File: config.mk
export PLATFORM = sky130hd
export DESIGN_NAME = mc_control
export DESIGN_NICKNAME = d
export VERILOG_FILES = /design/src/rtl/mc_pkg.sv /design/src/rtl/mc_aludec.sv /design/src/rtl/mc_control.sv
export SDC_FILE = /design/constraint.sdc
export NUM_CORES = 1
export LEC_CHECK = 0
export CORE_UTILIZATION = 30
export DETAILED_ROUTE_END_ITERATION = 7
export GPL_TIMING_DRIVEN = 0
export PLACE_DENSITY = 0.6
export RECOVER_POWER = 25
export SLEW_MARGIN = 0
export SYNTH_ARGS = -nofsm -noshare
export SYNTH_HDL_FRONTEND = slang
export SYNTH_SLANG_ARGS = --single-unit
File: constraint.sdc
create_clock -name clk -period 2.99 [get_ports clk]
set_input_delay 0.598 -clock clk [delete_from_list [all_inputs] [get_ports clk]]
set_output_delay 0.598 -clock clk [all_outputs]
set_load 0.01 [all_outputs]
File: src/rtl/mc_pkg.sv
// mc_pkg: shared definitions for the multicycle controller.
//   - state_t     : FSM state encoding (also exported on the debug port)
//   - aluop_t     : FSM-to-ALU-decoder operation class
//   - OP_* / F_*  : instruction opcode and funct field values
//   - ALU_*       : alucontrol encodings driven to the datapath ALU
package mc_pkg;

    typedef enum logic [3:0] {
        FETCH   = 4'd0,
        DECODE  = 4'd1,
        MEMADR  = 4'd2,
        MEMRD   = 4'd3,
        MEMWB   = 4'd4,
        MEMWR   = 4'd5,
        EXECUTE = 4'd6,
        ALUWB   = 4'd7,
        BRANCH  = 4'd8,
        ADDIEX  = 4'd9,
        ADDIWB  = 4'd10,
        JUMP    = 4'd11,
        BNE     = 4'd12
    } state_t;

    typedef enum logic [1:0] {
        ALUOP_ADD   = 2'b00,
        ALUOP_SUB   = 2'b01,
        ALUOP_FUNCT = 2'b10
    } aluop_t;

    // opcode field [31:26]
    localparam logic [5:0] OP_RTYPE = 6'b000000;
    localparam logic [5:0] OP_J     = 6'b000010;
    localparam logic [5:0] OP_BEQ   = 6'b000100;
    localparam logic [5:0] OP_BNE   = 6'b000101;
    localparam logic [5:0] OP_ADDI  = 6'b001000;
    localparam logic [5:0] OP_LW    = 6'b100011;
    localparam logic [5:0] OP_SW    = 6'b101011;

    // funct field [5:0]
    localparam logic [5:0] F_ADD = 6'b100000;
    localparam logic [5:0] F_SUB = 6'b100010;
    localparam logic [5:0] F_AND = 6'b100100;
    localparam logic [5:0] F_OR  = 6'b100101;
    localparam logic [5:0] F_SLT = 6'b101010;

    // alucontrol encodings
    localparam logic [2:0] ALU_AND = 3'b000;
    localparam logic [2:0] ALU_OR  = 3'b001;
    localparam logic [2:0] ALU_ADD = 3'b010;
    localparam logic [2:0] ALU_SUB = 3'b110;
    localparam logic [2:0] ALU_SLT = 3'b111;

endpackage

File: src/rtl/mc_aludec.sv
// mc_aludec: ALU decoder. Maps the FSM's operation class and the
// instruction funct field to the 3-bit alucontrol code.
//   aluop      in  2  add / sub / decode-from-funct
//   funct      in  6  instruction funct field
//   alucontrol out 3  ALU operation select
module mc_aludec
    import mc_pkg::*;
(
    input  aluop_t     aluop,
    input  logic [5:0] funct,
    output logic [2:0] alucontrol
);

    always_comb begin
        alucontrol = ALU_ADD;
        case (aluop)
            ALUOP_ADD: alucontrol = ALU_ADD;
            ALUOP_SUB: alucontrol = ALU_SUB;
            ALUOP_FUNCT: begin
                case (funct)
                    F_ADD:   alucontrol = ALU_ADD;
                    F_SUB:   alucontrol = ALU_SUB;
                    F_AND:   alucontrol = ALU_AND;
                    F_OR:    alucontrol = ALU_OR;
                    F_SLT:   alucontrol = ALU_SLT;
                    default: alucontrol = ALU_ADD;
                endcase
            end
            default: alucontrol = ALU_ADD;
        endcase
    end

endmodule

File: src/rtl/mc_control.sv
// mc_control: multicycle processor control FSM (Moore, pcEn in the
// branch states additionally depends on zero).
//   FETCH_WAIT  param  extra memory wait cycles held in FETCH (0..7)
//   clk, reset  in     clock; asynchronous active-high reset
//   op, funct   in  6  instruction fields [31:26] / [5:0]
//   zero        in  1  ALU zero flag
//   pcEn, IorD, memwrite, IRwrite, regdst, memtoreg, regwrite, alusrcA
//               out 1  datapath controls
//   alusrcB, pcsrc out 2, alucontrol out 3  mux selects / ALU op
//   state       out 4  current FSM state (debug)
// Optional feature: define MC_BNE_EN to add the BNE instruction path.
module mc_control
    import mc_pkg::*;
#(
    parameter int unsigned FETCH_WAIT = 0
) (
    input  logic       clk,
    input  logic       reset,
    input  logic [5:0] op,
    input  logic [5:0] funct,
    input  logic       zero,
    output logic       pcEn,
    output logic       IorD,
    output logic       memwrite,
    output logic       IRwrite,
    output logic       regdst,
    output logic       memtoreg,
    output logic       regwrite,
    output logic       alusrcA,
    output logic [1:0] alusrcB,
    output logic [1:0] pcsrc,
    output logic [2:0] alucontrol,
    output logic [3:0] state
);

    localparam logic [2:0] WAIT_LAST = 3'(FETCH_WAIT);

    state_t     state_q;
    state_t     state_d;
    logic [2:0] waitcnt;
    logic       lastfetch;
    aluop_t     aluop;

    logic pcen_raw;
    logic irwrite_raw;
    logic regwrite_raw;
    logic memwrite_raw;

    assign lastfetch = (waitcnt == WAIT_LAST);

    always_ff @(posedge clk or posedge reset) begin
        if (reset) begin
            state_q <= FETCH;
            waitcnt <= '0;
        end else begin
            state_q <= state_d;
            // counts memory wait cycles; returns to 0 as FETCH is left
            if (state_q == FETCH && !lastfetch)
                waitcnt <= waitcnt + 3'd1;
            else
                waitcnt <= '0;
        end
    end

    always_comb begin
        state_d      = state_q;
        pcen_raw     = 1'b0;
        irwrite_raw  = 1'b0;
        regwrite_raw = 1'b0;
        memwrite_raw = 1'b0;
        IorD         = 1'b0;
        regdst       = 1'b0;
        memtoreg     = 1'b0;
        alusrcA      = 1'b0;
        alusrcB      = 2'b00;
        pcsrc        = 2'b00;
        aluop        = ALUOP_ADD;

        case (state_q)
            FETCH: begin
                alusrcB = 2'b01;
                if (lastfetch) begin
                    irwrite_raw = 1'b1;
                    pcen_raw    = 1'b1;
                    state_d     = DECODE;
                end
            end
            DECODE: begin
                alusrcB = 2'b11;
                case (op)
                    OP_LW, OP_SW: state_d = MEMADR;
                    OP_RTYPE:     state_d = EXECUTE;
                    OP_BEQ:       state_d = BRANCH;
                    OP_ADDI:      state_d = ADDIEX;
                    OP_J:         state_d = JUMP;
`ifdef MC_BNE_EN
                    OP_BNE:       state_d = BNE;
`endif
                    default:      state_d = FETCH;
                endcase
            end
            MEMADR: begin
                alusrcA = 1'b1;
                alusrcB = 2'b10;
                state_d = (op == OP_LW) ? MEMRD : MEMWR;
            end
            MEMRD: begin
                IorD    = 1'b1;
                state_d = MEMWB;
            end
            MEMWB: begin
                memtoreg     = 1'b1;
                regwrite_raw = 1'b1;
                state_d      = FETCH;
            end
            MEMWR: begin
                IorD         = 1'b1;
                memwrite_raw = 1'b1;
                state_d      = FETCH;
            end
            EXECUTE: begin
                alusrcA = 1'b1;
                aluop   = ALUOP_FUNCT;
                state_d = ALUWB;
            end
            ALUWB: begin
                regdst       = 1'b1;
                regwrite_raw = 1'b1;
                state_d      = FETCH;
            end
            BRANCH: begin
                alusrcA  = 1'b1;
                aluop    = ALUOP_SUB;
                pcsrc    = 2'b01;
                pcen_raw = zero;
                state_d  = FETCH;
            end
            ADDIEX: begin
                alusrcA = 1'b1;
                alusrcB = 2'b10;
                state_d = ADDIWB;
            end
            ADDIWB: begin
                regwrite_raw = 1'b1;
                state_d      = FETCH;
            end
            JUMP: begin
                pcsrc    = 2'b10;
                pcen_raw = 1'b1;
                state_d  = FETCH;
            end
`ifdef MC_BNE_EN
            BNE: begin
                alusrcA  = 1'b1;
                aluop    = ALUOP_SUB;
                pcsrc    = 2'b01;
                pcen_raw = ~zero;
                state_d  = FETCH;
            end
`endif
            default: state_d = FETCH;
        endcase
    end

    // Reset only forces the state register, and FETCH itself raises
    // IRwrite/pcEn when FETCH_WAIT=0, so write enables are masked here.
    assign pcEn     = pcen_raw     & ~reset;
    assign IRwrite  = irwrite_raw  & ~reset;
    assign regwrite = regwrite_raw & ~reset;
    assign memwrite = memwrite_raw & ~reset;
    assign state    = state_q;

    mc_aludec u_aludec (
        .aluop      (aluop),
        .funct      (funct),
        .alucontrol (alucontrol)
    );

endmodule

==> flow_metrics.tcl, run 1 <==
set metrics [dict create \
    wirelength_um 1880 \
    via_count 790 \
    drt-initial-drc-count 17 \
    crit_path_cell_trace "clkbuf_4, or3_4, ha_4, a211o_1, clkdlybuf4s50_1" \
    via_per_inst 5.00 \
    htree_num_levels 1 \
    core_um2 2210 \
    ys_warn_count 0 \
    cts-root-buf "clkbuf_4" \
    num_rows 17 \
    p_int_mw 0.292 \
    utilization_pct 50.4 \
    die-width_um 50.3 \
    slew_headroom_pct 76.7 \
    clk_latency_ps 240 \
    synth_seq_cells 7 \
    p_sw_mw 0.164 \
    finalCritPeriodShare_pct 94.4 \
    num-nets-final 150 \
    mostFrequentLayoutCells "clkdlybuf4s50_1, nor2_1, nor2b_1, dfrtp_1, nand2_1" \
    diodes 0 \
    grt_max_degree 11 \
    drt_pass1_iterations 4 \
    clk_pin_slew_ps 50 \
    power_frac_seq_pct 26.3 \
    pin_count 34 \
    crit_path_top_delay_cell "clkdlybuf4s50_1" \
    start_util_pct 31.7 \
    die_y_um 50.3 \
    finalHoldViolations 0 \
    grt_pass1_wl_um 3330 \
    yosysTopAreaCell "dfrtp_1" \
    clock-sinks 7 \
    p_leak_nw 0.457 \
    wl_met3_um 81 \
    yosys.cell_types.count 31 \
    p_per_area_nw_per_um2 409 \
    finalSetupViolations 0 \
    gp_congestion 0.826 \
    die-area_um2 2530 \
    arrival_ps 2220 \
    path_class "reg -> out" \
    cts_hold_buffers 0 \
    share_comb_of_total_power_pct 56.3 \
    grt_overflow 0 \
    fill_cells 217 \
    fmax_mhz 354 \
    highest_layer "met3" \
    reg2reg_slack_ps 1630 \
    crit_path_end_kind "output pin" \
    cts_resized 0 \
    post_cts_buffers 0 \
    syn_nets 112 \
    tightest_slew_ps 347 \
    wl_per_cell_um 11.9 \
    hold_class "reg -> reg" \
    yosysSeqAreaShare_pct 25.0 \
    vdd_ir_drop_max_mv 0.292 \
    fin_tns_setup_ps 0 \
    synth_flop_cell "dfrtp_1" \
    final_common_cell "clkdlybuf4s50_1" \
    avgSynthCellArea_um2 7.53 \
    async_flop_share_pct 100 \
    critPathTopFamily "buffers and inverters" \
    cts_made_buffers 3 \
    path_max_fanout 10 \
    crit_path_start_kind "flop" \
    maxSlewViolCount 0 \
    p_clk_share_pct 17.3 \
    fin_worst_skew_ps 2.13 \
    synth_edf_count 0 \
    p_total_mw 0.456 \
    finalCriticalPeriod_ps 2820 \
    layout.cells.non_filler 158 \
    synthCells 93 \
    dp_hpwl_um 1490 \
    status "finished, final reports clean" \
    cts.path.max_buffers 2 \
    rsz0062_at_grt "false" \
    cap_violations 0 \
    post-route-drc-count 0 \
    antenna_found_initial 0 \
    synth_area_leaders "dfrtp_1, ha_1, nor2_1" \
    synth_top_area_share_pct 25.0 \
    switching_share_pct 35.9 \
    placedCellCount 154 \
    grt_pass1_vias 802 \
    final_layout_size_suffix_gt1_share_pct 10.0 \
    cts_tree "done" \
    syn_area_um2 701 \
    m1WireLength_um 880 \
    io_buffers 33 \
    cpPeakStageDelay_ps 470 \
    route.met2.wl_um 915 \
    ant_nets 0 \
    area_growth_pct 59.1 \
    worstPathRequired_ps 2390 \
    path_buf_inv 2 \
    gr-usage-all-layers_pct 16.8 \
]
-- cell usage after synthesis, drive strengths merged (2+ instances only) --
library cell  number
or2                2
nand2              6
o21ai              2
and2               3
ha                 4
nand2b             4
a21oi              5
inv                5
nor3b              5
nor2b              7
nor3               5
a31oi              2
nand3              3
xnor2              3
nor2              13
buf                4
dfrtp              7
-- registers in the layout (all words and copies together), names as in the netlist --
name and flops:
waitcnt 3, state 4
-- layout make-up --
cell class	count	area (um^2)	area share (%)
Tap cell	28	35.0	3.14
Multi-Input combinational cell	77	504	45.2
Inverter	5	18.8	1.68
Timing Repair Buffer	33	333	29.9
Sequential cell	7	175	15.7
Clock buffer	4	26.3	2.36
Buffer	4	22.5	2.02
-- power groups by stage --
stage	Sequential (mW)	Clock, mW	Combinational [mW]
global placement	0.123	0	0.249
CTS	0.120	0.0840	0.253
detailed placement	0.121	0	0.252
global route	0.123	0.0886	0.285
finish	0.120	0.0790	0.257
floorplan	0.123	0	0.131
-- per-stage QoR --
stage	hold WS [ps]	setup WS, ps	area, um^2
3_5_place_dp	457	151	1070
2_1_floorplan	401	752	701
6_report	459	168	1110
3_3_place_gp	448	185	1070
5_1_grt	476	39.7	1110
4_1_cts	463	14.5	1090
-- logic make-up after synthesis --
kind of cell | Yosys count | share of synthesized area, %
xor+xnor | 4 | 5.00
simple gates | 53 | 41.3
compound gates | 16 | 16.1
fa+ha+maj | 4 | 7.14
flops | 7 | 25.0
buf+inv | 9 | 5.54
-- worst paths after layout --
path / from / end / cells after the start
min in group asynchronous: reset / waitcnt[0]$_DFF_PP0_ / 2
worst max-delay path: state[0]$_DFFE_PP0P_ / alucontrol[1] / 5
worst max register to register: waitcnt[0]$_DFF_PP0_ / state[0]$_DFFE_PP0P_ / 5
worst min register to register: waitcnt[0]$_DFF_PP0_ / waitcnt[0]$_DFF_PP0_ / 1
worst min-delay path: waitcnt[0]$_DFF_PP0_ / waitcnt[0]$_DFF_PP0_ / 1
max in group asynchronous: reset / state[2]$_DFFE_PP0P_ / 2
-- layer usage --
layer  vias up  track usage (%)
met5         -                0
met4         0             7.41
met3         0             3.03
met2        24             28.7
met1       364             20.3
li1        402                -
No activity file was read; power rests on OpenSTA's default activity.
==> inputs of run 2 (changes only) <==
Settings changed: CORE_UTILIZATION 30 to 43, PLACE_DENSITY 0.6 to 0.82.
==> flow_metrics.tcl, run 2 (synthesis gave the netlist of run 1 again) <==
set metrics [dict create \
    status "finished, final reports clean" \
    via_count 799 \
    regToRegEndpoint "state[0]$_DFFE_PP0P_" \
    place_area_um2 1050 \
    largest_reg_flops 4 \
    route.met2.wl_um 888 \
    gr-usage-all-layers_pct 21.2 \
    switching_share_pct 36.7 \
    gp_congestion 0.813 \
    cap_violations 0 \
    layout.cells.non_filler 146 \
    p_leak_nw 0.454 \
    cts.path.max_buffers 2 \
    die_y_um 42.4 \
    path_max_fanout 10 \
    wl_per_cell_um 12.6 \
    grt_max_degree 11 \
    post_cts_buffers 0 \
    hold_path_depth 1 \
    highest_layer "met3" \
    clk_pin_slew_ps 50 \
    io_buffers 33 \
    m1WireLength_um 848 \
    hold_class "reg -> reg" \
    drt-initial-drc-count 11 \
    ant_nets 0 \
    antenna_found_initial 0 \
    power_frac_seq_pct 27.0 \
    mostFrequentLayoutCells "clkdlybuf4s50_1, nor2_1, nor2b_1" \
    post-route-drc-count 0 \
    cts_tree "done" \
    final_layout_size_suffix_gt1_share_pct 10.0 \
    crit_path_cell_trace "buf_4, or3_1, ha_4, a211o_1, clkdlybuf4s50_1" \
    p_per_area_nw_per_um2 423 \
    crit_path_end_kind "output pin" \
    clock-sinks 7 \
    num-nets-final 150 \
    wirelength_um 1840 \
    fin_area_um2 1100 \
    reg2reg_slack_ps 1630 \
    fin_worst_skew_ps 3.57 \
    finalSetupViolations 0 \
    crit_path_top_delay_cell "clkdlybuf4s50_1" \
    finalHoldViolations 0 \
    p_sw_mw 0.170 \
    wl_met3_um 100 \
    fin_tns_setup_ps 0 \
    finalCriticalPeriod_ps 2860 \
    pin_count 34 \
    min-delay-start "waitcnt[0]$_DFF_PP0_" \
    die-area_um2 1790 \
    crit_path_start_kind "flop" \
    rsz0062_at_grt "false" \
    drt_pass1_iterations 4 \
    p_clk_share_pct 17.5 \
    slew_headroom_pct 77.5 \
    maxSlewViolCount 0 \
    via_per_inst 5.47 \
    die-width_um 42.4 \
    fmax_mhz 350 \
    cts_resized 0 \
    cts_made_buffers 3 \
    grt_pass1_vias 724 \
    p_total_mw 0.464 \
    num_rows 14 \
    path_class "reg -> out" \
    core_um2 1510 \
    arrival_ps 2260 \
    r2r-start "waitcnt[0]$_DFF_PP0_" \
    clk_latency_ps 240 \
    share_comb_of_total_power_pct 55.6 \
    placedCellCount 142 \
    start_util_pct 46.5 \
    p_int_mw 0.294 \
    cts-root-buf "clkbuf_4" \
    worstRegToRegCells 5 \
    dp_hpwl_um 1420 \
    diodes 0 \
    utilization_pct 72.8 \
    hold_path_end "waitcnt[0]$_DFF_PP0_" \
    area_growth_pct 56.4 \
    cpPeakStageDelay_ps 470 \
    grt_overflow 0 \
    grt_pass1_wl_um 2990 \
    tightest_slew_ps 334 \
    finalCritPeriodShare_pct 95.6 \
    fill_cells 120 \
    final_common_cell "clkdlybuf4s50_1" \
    htree_num_levels 1 \
    vdd_ir_drop_max_mv 0.299 \
    worstPathRequired_ps 2390 \
    cts_hold_buffers 0 \
]
==> run 2: changes by cell type in the layout (fill, tap and decap cells not counted), sizes merged <==
cell / previous run / this run
buf: 3 / 4
clkbuf: 5 / 4
==> run 2: metal layers <==
layer	global-route usage [%]	vias to the layer above
met5	0	-
met3	2.59	0
met1	25.8	364
met2	39.7	35
li1	-	400
met4	3.75	0
==> run 2: critical path, delay by kind of cell, from the launching register on <==
family	cells	cell delay, ps
adders and majority gates	1	270
buffers and inverters	2	660
and+or+nand+nor	1	440
DFF	1	440
AOI/OAI and AO/OA	1	220
==> run 2: how the worst max path moves through the flow <==
stage / start / endpoint / slack, ps / depth (start not counted)
5_1_grt: state[0]$_DFFE_PP0P_ / alucontrol[2] / 20 / 7
6_report: state[0]$_DFFE_PP0P_ / alucontrol[1] / 130 / 5
4_1_cts: state[0]$_DFFE_PP0P_ / alucontrol[0] / 10 / 5
3_3_place_gp: funct[2] / alucontrol[0] / 190 / 5
2_1_floorplan: state[0]$_DFFE_PP0P_ / alucontrol[0] / 750 / 4
3_5_place_dp: funct[2] / alucontrol[0] / 160 / 5
==> run 2: power by group through the flow <==
stage | sequential, mW | combinational (mW) | clock [mW]
final | 0.125 | 0.258 | 0.0811
after global routing | 0.126 | 0.280 | 0.0904
after CTS | 0.122 | 0.253 | 0.0844
after detailed placement | 0.123 | 0.251 | 0
after global placement | 0.123 | 0.246 | 0
after floorplan | 0.123 | 0.131 | 0
==> run 2: final cells by class <==
| class | count | area (um^2) | share of cell area, % |
|---|---|---|---|
| Timing Repair Buffer | 33 | 333 | 30.4 |
| Inverter | 5 | 18.8 | 1.71 |
| Multi-Input combinational cell | 77 | 499 | 45.5 |
| Sequential cell | 7 | 176 | 16.1 |
| Buffer | 4 | 22.5 | 2.05 |
| Clock buffer | 4 | 26.3 | 2.40 |
| Tap cell | 16 | 20.0 | 1.83 |
==> run 2: metrics by stage <==
step / worst slack [ps] / hold WS (ps)
after floorplan: 752 / 401
after global placement: 190 / 442
after detailed placement: 156 / 460
after CTS: 12.3 / 467
after global routing: 22.7 / 499
final: 131 / 467
==> inputs of run 3 (changes only) <==
Settings changed: SYNTH_HIERARCHICAL from default to 1.
Clock period 2.99 ns to 3.6 ns, I/O delays scaled along.
==> flow_metrics.tcl, run 3 <==
set metrics [dict create \
    status "finished, final reports clean" \
    cap_violations 0 \
    area_growth_pct 53.1 \
    fin_worst_skew_ps 4.15 \
    num-nets-final 145 \
    drt_pass1_iterations 4 \
    maxSlewViolCount 0 \
    fin_ws_ps 233 \
    die_y_um 42.9 \
    finalSetupViolations 0 \
    p_leak_nw 0.425 \
    gr-usage-all-layers_pct 21.8 \
    final_common_cell "clkdlybuf4s50_1" \
    fin_tns_setup_ps 0 \
    post-route-drc-count 0 \
    via_count 766 \
    synth_flop_cell "dfrtp_1" \
    clock-sinks 7 \
    core_um2 1540 \
    drt-initial-drc-count 10 \
    pin_count 34 \
    cts-root-buf "clkbuf_4" \
    place_ws_ps 436 \
    clk_pin_slew_ps 50 \
    multi_input_area_um2 503 \
    cts_tree "done" \
    tightest_slew_ps 344 \
    timing.hold.ws_ps 461 \
    rsz0062_at_grt "false" \
    cpPeakStageDelay_ps 550 \
    syn_nets 107 \
    path_max_fanout 10 \
    avgSynthCellArea_um2 8.16 \
    crit_path_start_kind "flop" \
    cts.path.max_buffers 2 \
    die-area_um2 1840 \
    htree_num_levels 1 \
    wl_per_cell_um 12.6 \
    grt_pass1_vias 728 \
    finalCritPeriodShare_pct 93.5 \
    highest_layer "met3" \
    yosysTopAreaCell "dfrtp_1" \
    diodes 0 \
    io_buffers 33 \
    ys_warn_count 6 \
    path_class "reg -> out" \
    antenna_found_initial 0 \
    grt_pass1_wl_um 3120 \
    mostFrequentLayoutCells "clkdlybuf4s50_1, nor2_1, nor3_1, dfrtp_1, inv_1" \
    async_flop_share_pct 100 \
    crit_path_cell_trace "buf_2, nand2b_1, nor3_2, inv_1, ha_1, nand4bb_1, o22ai_1, clkdlybuf4s50_1" \
    crit_path_end_kind "output pin" \
    yosys.cell_types.count 38 \
    synth_commonest_cells "nor2_1, nor3_1, dfrtp_1" \
    largest_reg_flops 4 \
    p_per_area_nw_per_um2 402 \
    final_layout_size_suffix_gt1_share_pct 10.4 \
    synthCells 88 \
    seq_area_um2 175 \
    wl_met3_um 93 \
    synth_area_leaders "dfrtp_1, ha_1, nor2_1" \
    route.met2.wl_um 888 \
    start_util_pct 46.6 \
    crit_path_top_delay_cell "clkdlybuf4s50_1" \
    finalCriticalPeriod_ps 3370 \
    fill_cells 135 \
    synth_edf_count 0 \
    syn_area_um2 718 \
    grt_overflow 0 \
    vdd_ir_drop_max_mv 0.333 \
    clk_latency_ps 250 \
    ant_nets 0 \
    hold_class "reg -> reg" \
    num_rows 14 \
    via_per_inst 5.43 \
    arrival_ps 2650 \
    synth_top_area_share_pct 24.4 \
    wirelength_um 1770 \
    synth.most_common_cell "nor2_1" \
    grt_max_degree 11 \
    synth_seq_cells 7 \
    slew_headroom_pct 76.9 \
    dp_hpwl_um 1460 \
    fmax_mhz 297 \
    gp_congestion 0.754 \
    die-width_um 42.9 \
    m1WireLength_um 790 \
    cts_made_buffers 3 \
    yosysSeqAreaShare_pct 24.4 \
    post_cts_buffers 0 \
    finalHoldViolations 0 \
    worstPathRequired_ps 2880 \
]
[run 3: changes by cell type after synthesis, sizes merged, moves of 2 or more]
cell     change
nand4bb      +3
nor2b        -4
xor2         +2
nor3         +3
nand2        -4
nor3b        -3
and2         -2
or3b         +2
[run 3: cell families (layout without fill, tap and decap cells)]
| kind of cell | Yosys count | count (layout) | synth area share, % |
|---|---|---|---|
| buffers and inverters | 10 | 47 | 6.27 |
| DFF | 7 | 7 | 24.4 |
| adders and majority gates | 4 | 4 | 6.97 |
| AOI/OAI and AO/OA | 15 | 15 | 15.3 |
| xor gates and xnor gates | 5 | 5 | 6.10 |
| and+or+nand+nor | 47 | 47 | 40.9 |
[run 3: cell type report]
class	count	share of cell area [%]
buffer	4	2.05
clock buffer	4	2.39
inverter	6	2.05
multi-input combinational	71	45.7
sequential	7	15.9
tap	16	1.82
timing repair buffer	33	30.0
[run 3: path summary, 6_finish.rpt]
kind	startpoint	slack, ps	depth (start not counted)	to
min in group asynchronous	reset	950	2	state[0]$_DFFE_PP0P_
worst max register to register	waitcnt[0]$_DFF_PP0_	2250	5	state[0]$_DFFE_PP0P_
max in group asynchronous	reset	2440	2	state[2]$_DFFE_PP0P_
worst min-delay path	waitcnt[0]$_DFF_PP0_	460	1	waitcnt[0]$_DFF_PP0_
worst max-delay path	state[2]$_DFFE_PP0P_	230	8	alucontrol[2]
worst min register to register	waitcnt[0]$_DFF_PP0_	460	1	waitcnt[0]$_DFF_PP0_
[run 3: power breakdown]
group	switching (mW)	internal, mW	leakage (nW)
Clock	0.0291	0.0423	0.0150
Combinational	0.124	0.144	0.315
Sequential	0.0133	0.0893	0.0951
[run 3: per-layer routing]
metal	vias up	track usage [%]
met1	351	27.5
li1	390	-
met4	0	1.88
met3	0	7.23
met5	-	0
met2	25	37.3
[run 3: critical path, delay by kind of cell (launching register included)]
kind | cells | cell delay (ps)
flip-flops | 1 | 390
AO/OA/AOI/OAI | 1 | 150
AND/OR/NAND/NOR | 3 | 700
buffers and inverters | 3 | 810
adder cells (fa/ha/maj) | 1 | 340
[run 3: through the flow]
| stage | power [mW] | utilization, % | cell area [um^2] | cells |
|---|---|---|---|---|
| 6_report | 0.442 | 71.3 | 1100 | 141 |
| 5_1_grt | 0.478 | 71.3 | 1100 | 141 |
| 4_1_cts | 0.445 | 71.0 | 1090 | 141 |
| 3_5_place_dp | 0.371 | 69.3 | 1070 | 137 |
| 3_3_place_gp | 0.367 | 69.3 | 1070 | 137 |
| 2_1_floorplan | 0.253 | - | 718 | 88 |
[run 3: timing repair]
action	4_1_cts	5_1_grt
hold buffers	0	0
endpoints found under the setup margin	0	2
gates resized for setup	0	1
